--- src/rtl/serdes_rx_pkg.sv ---
// Shared types and constants for the SERDES receive deframer.
package serdes_rx_pkg;

    typedef enum logic [2:0] {
        ST_DISABLED = 3'd0,
        ST_IDLE     = 3'd1,
        ST_PAYLOAD  = 3'd2,
        ST_TRAILER  = 3'd3,
        ST_DISCARD  = 3'd4
    } state_e;

    localparam int          K_FLAG_BIT    = 1;
    localparam logic [7:0]  SR_ENABLE_OFF = 8'd0;
    localparam logic [7:0]  SR_MAXLEN_OFF = 8'd1;
    localparam logic [7:0]  SR_CLEAR_OFF  = 8'd2;
    localparam logic [15:0] ABORT_TAG     = 16'hDEAD;

    function automatic logic [15:0] sat_inc(input logic [15:0] v);
        return (v == 16'hFFFF) ? v : v + 16'd1;
    endfunction

endpackage

--- src/rtl/serdes_rx_setting_reg.sv ---
// Settings-bus register: loads the low WIDTH bits of set_data on an address match.
module serdes_rx_setting_reg #(
    parameter logic [7:0]       ADDR    = 8'd0,
    parameter int               WIDTH   = 32,
    parameter logic [WIDTH-1:0] RST_VAL = '0
) (
    input  logic             clk,
    input  logic             rst,
    input  logic             strobe,
    input  logic [7:0]       addr,
    input  logic [31:0]      in,
    output logic [WIDTH-1:0] out,
    output logic             wr
);

    logic [WIDTH-1:0] out_q;
    logic [WIDTH-1:0] out_d;
    logic             unused_in;

    assign wr        = strobe && (addr == ADDR);
    assign out       = out_q;
    assign unused_in = ^in;

    always_comb begin
        out_d = out_q;
        if (wr) out_d = in[WIDTH-1:0];
    end

    always_ff @(posedge clk) begin
        if (rst) out_q <= RST_VAL;
        else     out_q <= out_d;
    end

endmodule

--- src/rtl/serdes_rx_deframer.sv ---
// Packet deframer for the SERDES receive word stream (K-word strip, length/checksum check).
// Define SEQ_CHECK_EN to add header sequence-number checking.
module serdes_rx_deframer
    import serdes_rx_pkg::*;
#(
    parameter logic [7:0]  SR_BASE     = 8'd132,
    parameter logic [15:0] DEF_MAX_LEN = 16'd512
) (
    input  logic        dsp_clk,
    input  logic        dsp_rst,
    input  logic        set_stb,
    input  logic [7:0]  set_addr,
    input  logic [31:0] set_data,
    input  logic [31:0] rx_data,
    input  logic [3:0]  rx_flags,
    input  logic        rx_pop_rdy,
    output logic        rx_pop_en,
    output logic [31:0] out_data,
    output logic        out_sop,
    output logic        out_eop,
    output logic        out_err,
    output logic        out_valid,
    input  logic        out_ready,
    output logic [15:0] good_count,
    output logic [15:0] err_count,
    output logic [31:0] debug
);

    logic        enable;
    logic [15:0] max_len;
    logic        clear;
    logic        clear_val;
    logic        unused_ok;

    serdes_rx_setting_reg #(.ADDR(SR_BASE + SR_ENABLE_OFF), .WIDTH(1), .RST_VAL(1'b0)) u_enable (
        .clk(dsp_clk), .rst(dsp_rst), .strobe(set_stb), .addr(set_addr),
        .in(set_data), .out(enable), .wr()
    );

    serdes_rx_setting_reg #(.ADDR(SR_BASE + SR_MAXLEN_OFF), .WIDTH(16), .RST_VAL(DEF_MAX_LEN)) u_max_len (
        .clk(dsp_clk), .rst(dsp_rst), .strobe(set_stb), .addr(set_addr),
        .in(set_data), .out(max_len), .wr()
    );

    serdes_rx_setting_reg #(.ADDR(SR_BASE + SR_CLEAR_OFF), .WIDTH(1), .RST_VAL(1'b0)) u_clear (
        .clk(dsp_clk), .rst(dsp_rst), .strobe(set_stb), .addr(set_addr),
        .in(set_data), .out(clear_val), .wr(clear)
    );

    state_e      state_q, state_d;
    logic [31:0] out_data_q, out_data_d;
    logic        out_sop_q, out_sop_d;
    logic        out_eop_q, out_eop_d;
    logic        out_err_q, out_err_d;
    logic        out_valid_q, out_valid_d;
    logic [31:0] csum_q, csum_d;
    logic [15:0] rem_q, rem_d;
    logic [31:0] hdr_q, hdr_d;
    logic [15:0] good_q, good_d;
    logic [15:0] err_q, err_d;
    logic        hit_q, hit_d;
    logic        pop;
    logic        is_k;
    logic        bad;
    logic        good_inc;
    logic        err_inc;
`ifdef SEQ_CHECK_EN
    logic [15:0] exp_seq_q, exp_seq_d;
    logic        exp_valid_q, exp_valid_d;
    logic        seq_bad_q, seq_bad_d;
`endif

    assign is_k      = rx_flags[K_FLAG_BIT];
    assign unused_ok = ^{rx_flags[3:2], rx_flags[0], clear_val};

    always_comb begin
        state_d     = state_q;
        out_data_d  = out_data_q;
        out_sop_d   = out_sop_q;
        out_eop_d   = out_eop_q;
        out_err_d   = out_err_q;
        out_valid_d = out_valid_q && !out_ready;
        csum_d      = csum_q;
        rem_d       = rem_q;
        hdr_d       = hdr_q;
        good_d      = good_q;
        err_d       = err_q;
        hit_d       = hit_q;
        bad         = 1'b0;
        good_inc    = 1'b0;
        err_inc     = 1'b0;
`ifdef SEQ_CHECK_EN
        exp_seq_d   = exp_seq_q;
        exp_valid_d = exp_valid_q;
        seq_bad_d   = seq_bad_q;
`endif

        // Disabled discards freely; otherwise pop only when the output slot frees up.
        if (dsp_rst)
            pop = 1'b0;
        else if (state_q == ST_DISABLED)
            pop = rx_pop_rdy;
        else if (state_q == ST_IDLE && !enable)
            pop = 1'b0;
        else
            pop = rx_pop_rdy && (!out_valid_q || out_ready);

        unique case (state_q)
            ST_DISABLED: begin
                if (enable) state_d = ST_IDLE;
            end
            ST_IDLE: begin
                if (!enable) begin
                    state_d = ST_DISABLED;
                end else if (pop && !is_k) begin
                    if (rx_data[15:0] != 16'd0 && rx_data[15:0] <= max_len) begin
                        out_valid_d = 1'b1;
                        out_sop_d   = 1'b1;
                        out_eop_d   = 1'b0;
                        out_err_d   = 1'b0;
                        out_data_d  = rx_data;
                        csum_d      = rx_data;
                        hdr_d       = rx_data;
                        rem_d       = rx_data[15:0];
                        state_d     = ST_PAYLOAD;
`ifdef SEQ_CHECK_EN
                        seq_bad_d   = exp_valid_q && (rx_data[31:16] != exp_seq_q);
`endif
                    end else begin
                        hit_d   = 1'b1;
                        err_inc = 1'b1;
                        state_d = ST_DISCARD;
                    end
                end
            end
            ST_PAYLOAD, ST_TRAILER: begin
                if (pop) begin
                    out_valid_d = 1'b1;
                    out_sop_d   = 1'b0;
                    if (is_k) begin
                        out_eop_d  = 1'b1;
                        out_err_d  = 1'b1;
                        out_data_d = {ABORT_TAG, rem_q};
                        err_inc    = 1'b1;
                        state_d    = ST_IDLE;
                    end else if (state_q == ST_PAYLOAD) begin
                        out_eop_d  = 1'b0;
                        out_err_d  = 1'b0;
                        out_data_d = rx_data;
                        csum_d     = csum_q + rx_data;
                        rem_d      = rem_q - 16'd1;
                        if (rem_q == 16'd1) state_d = ST_TRAILER;
                    end else begin
                        bad = (rx_data != csum_q);
`ifdef SEQ_CHECK_EN
                        bad = bad || seq_bad_q;
                        if (!bad || seq_bad_q) begin
                            exp_seq_d   = hdr_q[31:16] + 16'd1;
                            exp_valid_d = 1'b1;
                        end
`endif
                        out_eop_d  = 1'b1;
                        out_err_d  = bad;
                        out_data_d = hdr_q;
                        good_inc   = !bad;
                        err_inc    = bad;
                        state_d    = ST_IDLE;
                    end
                end
            end
            ST_DISCARD: begin
                if (pop && is_k) state_d = ST_IDLE;
            end
            default: state_d = ST_IDLE;
        endcase

        // A clear write wins over any increment in the same cycle.
        if (clear) begin
            good_d = 16'd0;
            err_d  = 16'd0;
            hit_d  = 1'b0;
`ifdef SEQ_CHECK_EN
            exp_valid_d = 1'b0;
`endif
        end else begin
            if (good_inc) good_d = sat_inc(good_q);
            if (err_inc)  err_d  = sat_inc(err_q);
        end
    end

    always_ff @(posedge dsp_clk) begin
        if (dsp_rst) begin
            state_q     <= ST_IDLE;
            out_data_q  <= 32'd0;
            out_sop_q   <= 1'b0;
            out_eop_q   <= 1'b0;
            out_err_q   <= 1'b0;
            out_valid_q <= 1'b0;
            csum_q      <= 32'd0;
            rem_q       <= 16'd0;
            hdr_q       <= 32'd0;
            good_q      <= 16'd0;
            err_q       <= 16'd0;
            hit_q       <= 1'b0;
`ifdef SEQ_CHECK_EN
            exp_seq_q   <= 16'd0;
            exp_valid_q <= 1'b0;
            seq_bad_q   <= 1'b0;
`endif
        end else begin
            state_q     <= state_d;
            out_data_q  <= out_data_d;
            out_sop_q   <= out_sop_d;
            out_eop_q   <= out_eop_d;
            out_err_q   <= out_err_d;
            out_valid_q <= out_valid_d;
            csum_q      <= csum_d;
            rem_q       <= rem_d;
            hdr_q       <= hdr_d;
            good_q      <= good_d;
            err_q       <= err_d;
            hit_q       <= hit_d;
`ifdef SEQ_CHECK_EN
            exp_seq_q   <= exp_seq_d;
            exp_valid_q <= exp_valid_d;
            seq_bad_q   <= seq_bad_d;
`endif
        end
    end

    assign rx_pop_en  = pop;
    assign out_data   = out_data_q;
    assign out_sop    = out_sop_q;
    assign out_eop    = out_eop_q;
    assign out_err    = out_err_q;
    assign out_valid  = out_valid_q;
    assign good_count = good_q;
    assign err_count  = err_q;
    assign debug      = {err_q[7:0], good_q[7:0], 8'b0, enable, hit_q, 3'b0, state_q};

endmodule

--- config.mk ---
export PLATFORM = sky130hd
export DESIGN_NAME = serdes_rx_deframer
export DESIGN_NICKNAME = d
export VERILOG_FILES = /design/src/rtl/serdes_rx_pkg.sv /design/src/rtl/serdes_rx_setting_reg.sv /design/src/rtl/serdes_rx_deframer.sv
export SDC_FILE = /design/constraint.sdc
export NUM_CORES = 1
export LEC_CHECK = 0
export ABC_AREA = 1
export CAP_MARGIN = 20
export CORE_MARGIN = 5
export CORE_UTILIZATION = 49
export DETAILED_ROUTE_END_ITERATION = 6
export PLACE_DENSITY_LB_ADDON = 0.2
export SLEW_MARGIN = 30
export SYNTH_ARGS = -nofsm -noshare
export SYNTH_HDL_FRONTEND = slang
export SYNTH_SLANG_ARGS = --single-unit
export TNS_END_PERCENT = 30
--- constraint.sdc ---
create_clock -name dsp_clk -period 2.6 [get_ports dsp_clk]
set_input_delay 0.78 -clock dsp_clk [delete_from_list [all_inputs] [get_ports dsp_clk]]
set_output_delay 0.78 -clock dsp_clk [all_outputs]
set_load 0.005 [all_outputs]
## Word level (Yosys, flattened, before mapping)

Index checks and enable logic that the tools add are counted.

- Shift operators: 0
- Mux-type cells: 61
- Div/mod/pow operators: 0
- Magnitude comparators: 1
- $add $sub $neg: 4
- Bitwise operators: 3
- Equality and inequality tests: 21
- $mul: 0
- Reductions and logical operators: 27

Operators with widths:

| operator | number |
|---|---|
| 32-bit two-way mux | 9 |
| 32-bit one-hot mux with 2 select lines | 2 |
| 16-bit two-way mux | 6 |
| 16-bit by 1-bit adder with 16-bit output, second input constant | 2 |
| 32-bit adder | 1 |
| 16-bit == test, second input constant | 2 |
| 32-bit inequality test | 1 |
| 16-bit one-hot mux with 2 select lines | 1 |
| 1-bit two-way mux | 28 |
| 3-bit two-way mux | 9 |
| 8-bit == test, second input constant | 3 |
| 16-bit by 1-bit == test with 1-bit output, second input constant | 1 |
| 16-bit less-or-equal comparator | 1 |
| 16-bit nonzero test | 1 |
| 16-bit by 1-bit subtractor with 16-bit output, second input constant | 1 |
| 3-bit one-hot mux with 4 select lines | 1 |
| 1-bit one-hot mux with 2 select lines | 5 |
| 5-bit AND reduction | 2 |
| 1-bit logical AND | 9 |
| 2-bit by 1-bit inequality test with 1-bit output, second input constant | 4 |
| 2-bit inequality test, second input constant | 4 |
| 4-bit AND reduction | 2 |
| 7-bit AND reduction | 1 |
| 3-bit by 2-bit == test with 1-bit output, second input constant | 2 |
| 11 further kinds | 19 |

- Bits in writable memories: 0
- Memories: 0
- Memory bits (read-only): 0
- Word-level logic and storage cells: 131
- Bits of input ports: 81
- Register bits: 169
- Bits in latches: 0

## Longest topological paths before layout

Gate-level depths: netlist of run 1.

- Depth after elaboration: 11
- Mapped depth: 20
- Depth with buffers taken out: 19

## By module

Synthesis of run 1 repeated with hierarchy kept, for this count alone.

- Cells, all modules: 1889
- Area total of the unflattened synthesis: 11582.4 µm²

Modules (own cells, without submodules):

| module | cells an instance | instances | area an instance (µm²) |
|---|---|---|---|
| serdes_rx_deframer | 1726 | 1 | 10561.4 |
| serdes_rx_setting_reg (u_max_len) | 117 | 1 | 783.3 |
| serdes_rx_setting_reg (u_clear) | 23 | 1 | 126.4 |
| serdes_rx_setting_reg (u_enable) | 23 | 1 | 111.4 |

## Least setup slack after synthesis of run 1

No wires, ideal clock.

- Path kind: input port to flip-flop
- Start point: in rx_data[0]
- End point: reg csum_q[30]
- Setup slack: 74 ps
- Path buffers: 0
- Library setup time: 64 ps
- Stages: 14
- Data arrival time: 2462 ps
- Required time: 2536 ps
- Path through: ha_1 inv_1 fa_1 inv_1 nand2_1 o21ai_1 a21oi_1 o21ai_1 nand2_1 nand2_1 nand2_1 a21oi_1 nor2_1 nor2_1

- Cells in the longest elaborated chain, start to end: 5
- Elaborated cells on any way between the ends: 10
- Classes of those cells: 1 x add/sub; 1 x order compare; 1 x eq/ne; 4 x mux; 3 x reduce/logical

RTL lines:

| item | RTL line | text |
|---|---|---|
| from (decl) | serdes_rx_deframer.sv:14 | `input logic [31:0] rx_data,` |
| 32-bit adder | serdes_rx_deframer.sv:150 | `csum_d = csum_q + rx_data;` |
| 32-bit two-way mux | serdes_rx_deframer.sv:146 | `end else if (state_q == ST_PAYLOAD) begin` |
| 32-bit two-way mux | serdes_rx_deframer.sv:140 | `if (is_k) begin` |
| 32-bit two-way mux | serdes_rx_deframer.sv:137 | `if (pop) begin` |
| 32-bit one-hot mux with 2 select lines | serdes_rx_deframer.sv:108 | `unique case (state_q)` |
| to (signal assigned) | serdes_rx_deframer.sv:217 | `csum_q <= csum_d;` |
| to (decl) | serdes_rx_deframer.sv:56 | `logic [31:0] csum_q, csum_d;` |

Several ways; a longest one is shown, not always the timed one. The select of a mux whose other input is x is not followed.
A chain may end at the register's enable or synchronous reset.

## Worst setup path in the final report of run 1

- Start point: in rx_data[5]
- End point: reg hdr_q[20]

- Cells in the longest elaborated chain, start to end: 3
- Elaborated cells on any way between the ends: 4
- Classes of those cells: 1 x order compare; 3 x reduce/logical

RTL lines:

| item | RTL line | text |
|---|---|---|
| 16-bit less-or-equal comparator / 16-bit nonzero test (equally long branches) | serdes_rx_deframer.sv:116 | `if (rx_data[15:0] != 16'd0 && rx_data[15:0] <= max_len) begin` |
| 1-bit logical AND (*) | serdes_rx_deframer.sv:116 |  |
| 4-bit AND reduction (no line) (*) | - |  |
| to (signal assigned) | serdes_rx_deframer.sv:219 | `hdr_q <= hdr_d;` |
| to (decl) | serdes_rx_deframer.sv:58 | `logic [31:0] hdr_q, hdr_d;` |

Mark *: on every way between the ends. The rest lies on a longest branch, timed or not.

==> impl.org, run 1 <==
** Placement
- Weighted congestion reported at the end of routability-driven placement :: 0.965
- DP Cell Count :: 2252
- Prior to clock tree synthesis, the placed netlist has a worst setup slack of -783 ps.
- Summing all placed instances gives a cell area of 14000 um2.
- Summed over all nets, the half-perimeter wirelength after detailed placement is 27900 um.
- Buffers placed on the I/O ports in this run total 151.

** Outcome
- Violated checks :: DRC
- Result of the run :: finished, violations left

** Floorplanning
- The floorplan has 54 rows.
- IO Pins :: 182
- In this run the vertical extent of the chip is 159 um.
- The core region is 21900 um2.
- For this configuration, the core starts out at a cell density of 50.0%.
- The die is 159 um wide.
- Die Area :: 25400 um2

** Global routing
- The initial antenna violation count came to 0.
- Entering global routing, the biggest net connects 71 pins.
- Number of global-route vias before repair :: 12125
- Global routing met1 resource utilization :: 37.0%
- Met3 track demand over resource in global routing :: 4.25%
- For this run, the total global-route usage over all layers was measured as 28.8%.
- In this run the most used layer during global routing was met2.
- For this run the aggregate overflow at the end of global routing stands at 0.
- Global-route wire length before repair :: 61100 um
- For this run, global-route usage on met2 was measured as 48.4%.

** Synthesis
- Post-synthesis average cell area :: 6.44 um2
- Summing the areas of all compound-gate instances in the mapped netlist gives 20.1% of the synthesized area.
- Most common cell in the netlist :: nand2_1
- Top cell types by occurrence after synthesis :: nand2_1 (397), a21oi_1 (195), nor2_1 (193)
- Share of synthesized area occupied by flip-flops and latches :: 30.9%
- Summed over all instances, the cell type with the most area after synthesis is dfxtp_1.
- For this run, the number of Yosys warnings is 0.
- After synthesis, the largest area contributor takes up 30.9% of total cell area.
- After technology mapping, the gate count stands at 1700.
- The cell area that synthesis handed to floorplanning was 11000 um2.
- The synthesized netlist devotes 6.01% of its cell area to adder and majority cells.
- Most used DFF post-synth :: dfxtp_1
- In the post-synthesis netlist, the biggest area contributors are dfxtp_1 (31%), nand2_1 (14%), a21oi_1 (8.9%).
- Summing the areas of all and, or, nand and nor instances in the mapped netlist gives 29.1% of the synthesized area.
- Of all flip-flops after synthesis, the portion carrying an async set or reset was 0%.
- By area, the combinational part of the netlist is dominated by simple AND/OR/NAND/NOR gates.
- In the synthesized netlist, mux cells make up 0.366% of the area.
- In this run, synthesis produced a sequential element count of 169.
- The synthesized netlist devotes 2.40% of its cell area to XOR and XNOR gates.
- Yosys cell types :: 44
- Number of synthesized flops with an enable pin :: 0

** Worst hold path
- Hold Crit Class :: register to register

** Setup path
- Worst-path cell chain :: dlygate4sd2_1 > buf_4 > buf_4 > nor4_2 > nand4_1 > buf_4 > nand3_2 > nor2_4 > buf_12 > buf_8 > buf_16 > o21ai_0 > nor2_1
- Type of element capturing the critical path :: register
- Data arrives at the worst endpoint at 2860 ps.
- For this run, the slowest stage of the critical path takes 290 ps.
- In this design, the critical path's most frequently occurring cell is buf_4.
- The critical path in this run is classified as input pin to register.
- At the worst endpoint, the required time is 2920 ps.
- The slowest stage of the critical path belongs to the cell nor4_2.
- Biggest fanout along the worst timing path :: 8
- The worst setup path is launched from an input pin.

** STA
- Setup violations remaining at the end of the flow were counted as 0.
- The final hold violation count came to 0.
- Measured against its own limit, the worst slew margin works out to 49.3%.
- Maximum clock skew at final layout :: 13.7 ps
- The worst path uses 97.6% of the clock period.
- Shortest period the worst path allows :: 2540 ps
- Measured slew at the worst slew-check pin :: 761 ps
- The max-slew violation count came to 0.
- Post-layout worst setup margin :: 61.4 ps
- Derived from the worst setup path, the maximum achievable clock frequency is 0.394 GHz.

** Route
- Wire length per cell after detailed routing :: 16.8 um
- Number of vias after detailed routing :: 12654
- In the routed design, unresolved DRC markers number 2.
- Using the TritonRoute via totals, the vias-per-cell ratio works out to 5.50.
- Number of detailed-route iterations in the first pass :: 7
- Initial DRC count :: 1283
- The detail route stage leaves a number of antenna-violating nets equal to 0.
- Total Routed Length :: 38700 um

** Power
- In this run switching power makes up 32.5% of total power.
- Sequential cells account for 37.6% of the total power.
- Clock share of power :: 33.5%
- Static Leakage :: 6.56 nW
- Across the VDD grid, the largest voltage drop is 344 uV.
- Cell internal power was estimated by the tool at 5.05 mW.
- Total power density per cell area :: 484 nW/um2
- Share of power burned in combinational logic :: 28.9%
- Net switching power of the design :: 2.43 mW

** Finish
- Non-Filler Instances :: 2302
- Final cell area excluding filler cells :: 15500 um2
- At the end of the flow, the number of nets in the layout was 2142.
- Antenna Cells :: 0
- Synthesis-to-layout area growth :: 41.1%
- Cells with a size suffix above 1 make up 20.3% of the layout.

** CTS
- TritonCTS created 17 clock buffers.
- The clock reaches the later pin of the worst-skew pair after 440 ps.
- Clock transition at path regs :: 70 ps
- TritonCTS built the clock tree.
- Number of levels in the clock H-tree :: 4
- Number of buffers added to fix hold violations after cts :: 0
- CTS Root Cell :: clkbuf_16
- Number of buffers on the longest clock path :: 2
- Num Clock Sinks :: 169

** Flow run
- Max-cap violation count :: 0
placed cells by master (no fill, tap or decap), types with 25 or more instances in the layout:
cell | netlist | final
clkdlybuf4s50_1 | 0 | 117
buf_4 | 31 | 202
o21ai_0 | 149 | 135
nor2_1 | 193 | 167
ha_4 | 0 | 25
nand2_1 | 397 | 380
nand4_1 | 28 | 28
dfxtp_1 | 169 | 169
a21oi_1 | 195 | 177
inv_1 | 177 | 168
nand3_1 | 73 | 67
timing repair:
item	CTS	global route
resized for setup	103	110
gates cloned	4	0
endpoints found under the setup margin	149	121
buffers inserted	10	4
pin swaps	35	30
through the flow:
| step | util [%] | hold slack, ps | setup TNS [ps] | total power, mW |
|---|---|---|---|---|
| after floorplan | - | 423 | 0 | 3.86 |
| after global placement | 63.8 | 442 | -91160 | 4.76 |
| after detailed placement | 63.8 | 449 | -93840 | 4.79 |
| final | 70.6 | 454 | 0 | 7.48 |
| after global routing | 70.6 | 471 | -141 | 7.82 |
| after CTS | 68.8 | 460 | -49.0 | 7.37 |
power groups by stage:
stage	Clock (mW)	Sequential [mW]	Combinational [mW]
3_3_place_gp	0	2.85	1.91
5_1_grt	2.64	2.83	2.35
2_1_floorplan	0	2.84	1.02
4_1_cts	2.52	2.80	2.04
6_report	2.51	2.81	2.16
3_5_place_dp	0	2.86	1.93
final cells by class:
cell class | count | area (um2)
Clock inverter | 13 | 131
Fill cell | 1872 | 6440
Sequential cell | 169 | 3380
Inverter | 186 | 702
Timing Repair Buffer | 374 | 3390
Tap cell | 280 | 350
Multi-Input combinational cell | 1261 | 7060
Clock buffer | 19 | 433
final timing paths:
kind | startpoint | end | slack, ps | cells after the start
worst max-delay path | rx_data[5] | hdr_q[20]$_SDFFE_PP0P_ | 60 | 13
worst min-delay path | hit_q$_SDFFE_PP0P_ | hit_q$_SDFFE_PP0P_ | 450 | 2
worst max register to register | u_max_len.out[15]$_SDFFE_PP0P_ | hdr_q[20]$_SDFFE_PP0P_ | 220 | 16
worst min register to register | hit_q$_SDFFE_PP0P_ | hit_q$_SDFFE_PP0P_ | 450 | 2
flip-flops by register name, summed over array words and instances (netlist names):
name           flops
state_q            3
csum_q            32
hdr_q             32
err_count         16
out_valid          1
hit_q              1
out_sop            1
rem_q             16
out_err            1
u_max_len.out     16
out_eop            1
out_data          32
good_count        16
u_enable.out       1
worst max-delay path: cells and delay by family:
kind                   cells  cell delay, ps
AOI/OAI and AO/OA          1             170
buffers and inverters      7            1190
and+or+nand+nor            5             710
logic make-up after synthesis:
logic type	Yosys count
buffers and inverters	280
xor gates and xnor gates	30
DFF	169
and+or+nand+nor	756
adders and majority gates	52
muxes	4
other	1
AOI/OAI and AO/OA	408
routing by layer:
metal / routed length [um] / vias up
li1: - / 6221
met1: 16300 / 5822
met2: 18700 / 511
met3: 2440 / 100
met4: 1250 / 0
met5: 0 / -
Note: power is estimated with default switching activity, not from simulation.
==> run 2, diff against run 1 <==
PLACE_DENSITY = 0.77   (was unset)
PLACE_DENSITY_LB_ADDON = unset   (was 0.2)
==> impl.org, run 2 (synthesis gave the netlist of run 1 again) <==
** CTS
- Clock tree synthesis selected as its root buffer the cell clkbuf_16.
- Number of buffers added to fix hold violations after cts :: 0
- Number of levels in the clock H-tree :: 4
- The clock drives 169 sinks.
- TritonCTS built the clock tree.
- Buffers inserted during clock tree synthesis total 17.
- Worst-skew pair later-pin latency :: 440 ps
- Number of buffers on the longest clock path :: 2
- Clock-pin slew was measured on the worst setup and hold paths at 70 ps.

** Setup path
- The worst register-to-register path has a depth of 15.
- Worst path top cell family by delay :: buffers and inverters
- Crit-path max cell delay :: 390 ps
- In this run the critical register-to-register path is captured at hdr_q[28]$_SDFFE_PP0P_.
- Worst Setup Start Kind :: input pin
- Counting both buffers and inverters, the worst setup path holds a total of 6.
- Setup CP Type :: input pin to register
- Number of gates on the worst path with buffers counted :: 15
- Cell seen most often among critical-path stages :: buf_6
- Of all nets on the critical path, the largest fanout is 7.
- In this run the critical register-to-register path is launched from u_max_len.out[15]$_SDFFE_PP0P_.
- Across all register-to-register paths, the minimum setup slack is 190 ps.
- Traced cell by cell, the critical path runs through clkdlybuf4s15_1 > ha_1 > nand4_1 > inv_1 > buf_4 > nand2_1 > nand2_2 > nand2_4 > buf_6 > nand3_4 > nor2_4 > buf_6 > buf_8 > o21ai_0 > a21oi_1.
- Cell type of the slowest stage on the worst timing path :: ha_1
- The most critical setup path has its startpoint at rx_data[10].
- Worst setup endpoint :: hdr_q[28]$_SDFFE_PP0P_
- Data arrival time of the critical path :: 2980 ps
- Type of element capturing the critical path :: register
- Data required time of the worst path :: 2960 ps

** Route
- Number of vias after detailed routing :: 12746
- Total Routed Length :: 40100 um
- Number of detailed-route iterations in the first pass :: 6
- DRT antenna net count :: 0
- After detailed routing, the number of remaining DRC violations is 0.
- Initial DRC count :: 1169
- Wire length per cell after detailed routing :: 17.4 um
- Average via count per standard cell :: 5.53

** Placement
- The number of placed instances, taps included, is 2259.
- Weighted congestion reported at the end of routability-driven placement :: 0.914
- Post-detailed-placement half-perimeter wirelength :: 29500 um
- Port buffering added 151 buffers.

** STA
- Shortest period the worst path allows :: 2620 ps
- Setup repair after global routing could not meet its margin everywhere.
- Headroom to the max-slew limit :: 50.2%
- On the final layout, the worst clock skew is 15.3 ps.
- The max-slew violation count is 0.
- Ratio of final minimum period to clock period :: 101%
- The final hold violation count came to 0.
- Final setup violation count :: 1
- Across all setup checks in the final design, the least slack found is -17.8 ps.
- On the final layout, the worst hold slack is 461 ps.
- Measured slew at the worst slew-check pin :: 747 ps
- Highest clock frequency the design can meet :: 0.382 GHz

** Floorplanning
- # rows :: 54
- In this run the count of I/O pins placed on the die edge is 182.
- The core region is 21900 um2.
- Horizontal die dimension :: 159 um
- Measured along the y axis, the die boundary spans 159 um.
- For this configuration, the core starts out at a cell density of 50.0%.
- The die covers 25400 um2.

** Global routing
- Initial antenna violation count :: 0
- Largest net degree at the start of global routing :: 71
- In the global route stage, overall resource usage came out at 29.4%.
- Total overflow reported by the global router :: 0
- The number of global-route vias before repair is 11991.
- Global-route wire length before repair :: 61400 um

** Power
- Total Power Consumption :: 7.73 mW
- Power spread over the standard cell area amounts to 501 nW/um2.
- VDD sags by at most 444 uV.
- Static Leakage :: 6.52 nW

** Finish
- Antenna Cells :: 0
- The area growth from synthesis to layout is 41.0%.
- Excluding fillers, the count of instances in the completed layout stands at 2304.
- Leaving out fill and tap cells, the most frequent cell in the layout is nand2_1.
- The post-route netlist has 19.9% of its cells at a drive strength greater than 1.
- Top library cells by usage in the layout, fill and taps aside :: nand2_1 (380), buf_4 (202), a21oi_1 (178)
- For this run, the post-layout net count is 2144.

** Outcome
- Result of the run :: finished, violations left
- Violated checks :: setup timing

** Worst hold path
- Hold Crit Class :: register to register
- Counting instances, the worst hold path has a depth of 2.

** Flow run
- Max-cap violation count :: 0
[run 2: power by group]
group	internal, mW	leakage, nW	switching, mW
combinational	1.00	4.85	1.18
sequential	2.72	1.37	0.104
clock	1.57	0.303	1.16
[run 2: worst min path at each step]
stage                                          from                        end
after global placement      csum_q[21]$_SDFFE_PP0P_    csum_q[21]$_SDFFE_PP0P_
final                     out_data[27]$_SDFFE_PP0P_  out_data[27]$_SDFFE_PP0P_
after CTS                 out_data[27]$_SDFFE_PP0P_  out_data[27]$_SDFFE_PP0P_
after detailed placement  out_data[27]$_SDFFE_PP0P_  out_data[27]$_SDFFE_PP0P_
after floorplan             csum_q[16]$_SDFFE_PP0P_    csum_q[16]$_SDFFE_PP0P_
after global routing       out_data[7]$_SDFFE_PP0P_   out_data[7]$_SDFFE_PP0P_
[run 2: area by class of cell]
cell class,instances,area [um2]
Multi-Input combinational cell,1261,7050
Sequential cell,169,3380
Clock buffer,19,443
Inverter,186,702
Fill cell,1830,6450
Clock inverter,13,181
Timing Repair Buffer,376,3330
Tap cell,280,350
[run 2: repair_timing]
action | in CTS | in global routing
gates cloned | 0 | 3
setup endpoints to repair | 150 | 148
pin swaps | 34 | 30
setup buffers | 6 | 4
gates resized for setup | 94 | 127
[run 2: worst reg2reg max path, cell delays in order (launching register included)]
cell     delay (ps)
dfxtp_1         310
inv_1            60
ha_1            310
nand2_2          90
nor2_4          120
nand4_1          90
inv_1           100
nand4_1         140
nand2_4         150
buf_6           120
nand3_4          70
nor2_4          180
buf_6           180
buf_8           120
o21ai_0         100
a21oi_1         200
[run 2: through the flow]
step | worst slack [ps] | utilization [%] | setup TNS (ps) | instance area [um2]
floorplan | 74.3 | - | 0 | 11000
global placement | -810 | 64.0 | -104630 | 14000
detailed placement | -867 | 64.0 | -116870 | 14000
CTS | 0.859 | 68.3 | 0 | 15000
global route | -165 | 70.5 | -3160 | 15400
finish | -17.8 | 70.5 | -17.8 | 15400
[run 2: per-layer routing]
layer | share of wire, % | GRT usage (%)
met1 | 41 | 37.2
met2 | 47 | 49.9
met3 | 7.5 | 5.07
met4 | 4.1 | 11.6
met5 | 0 | 0
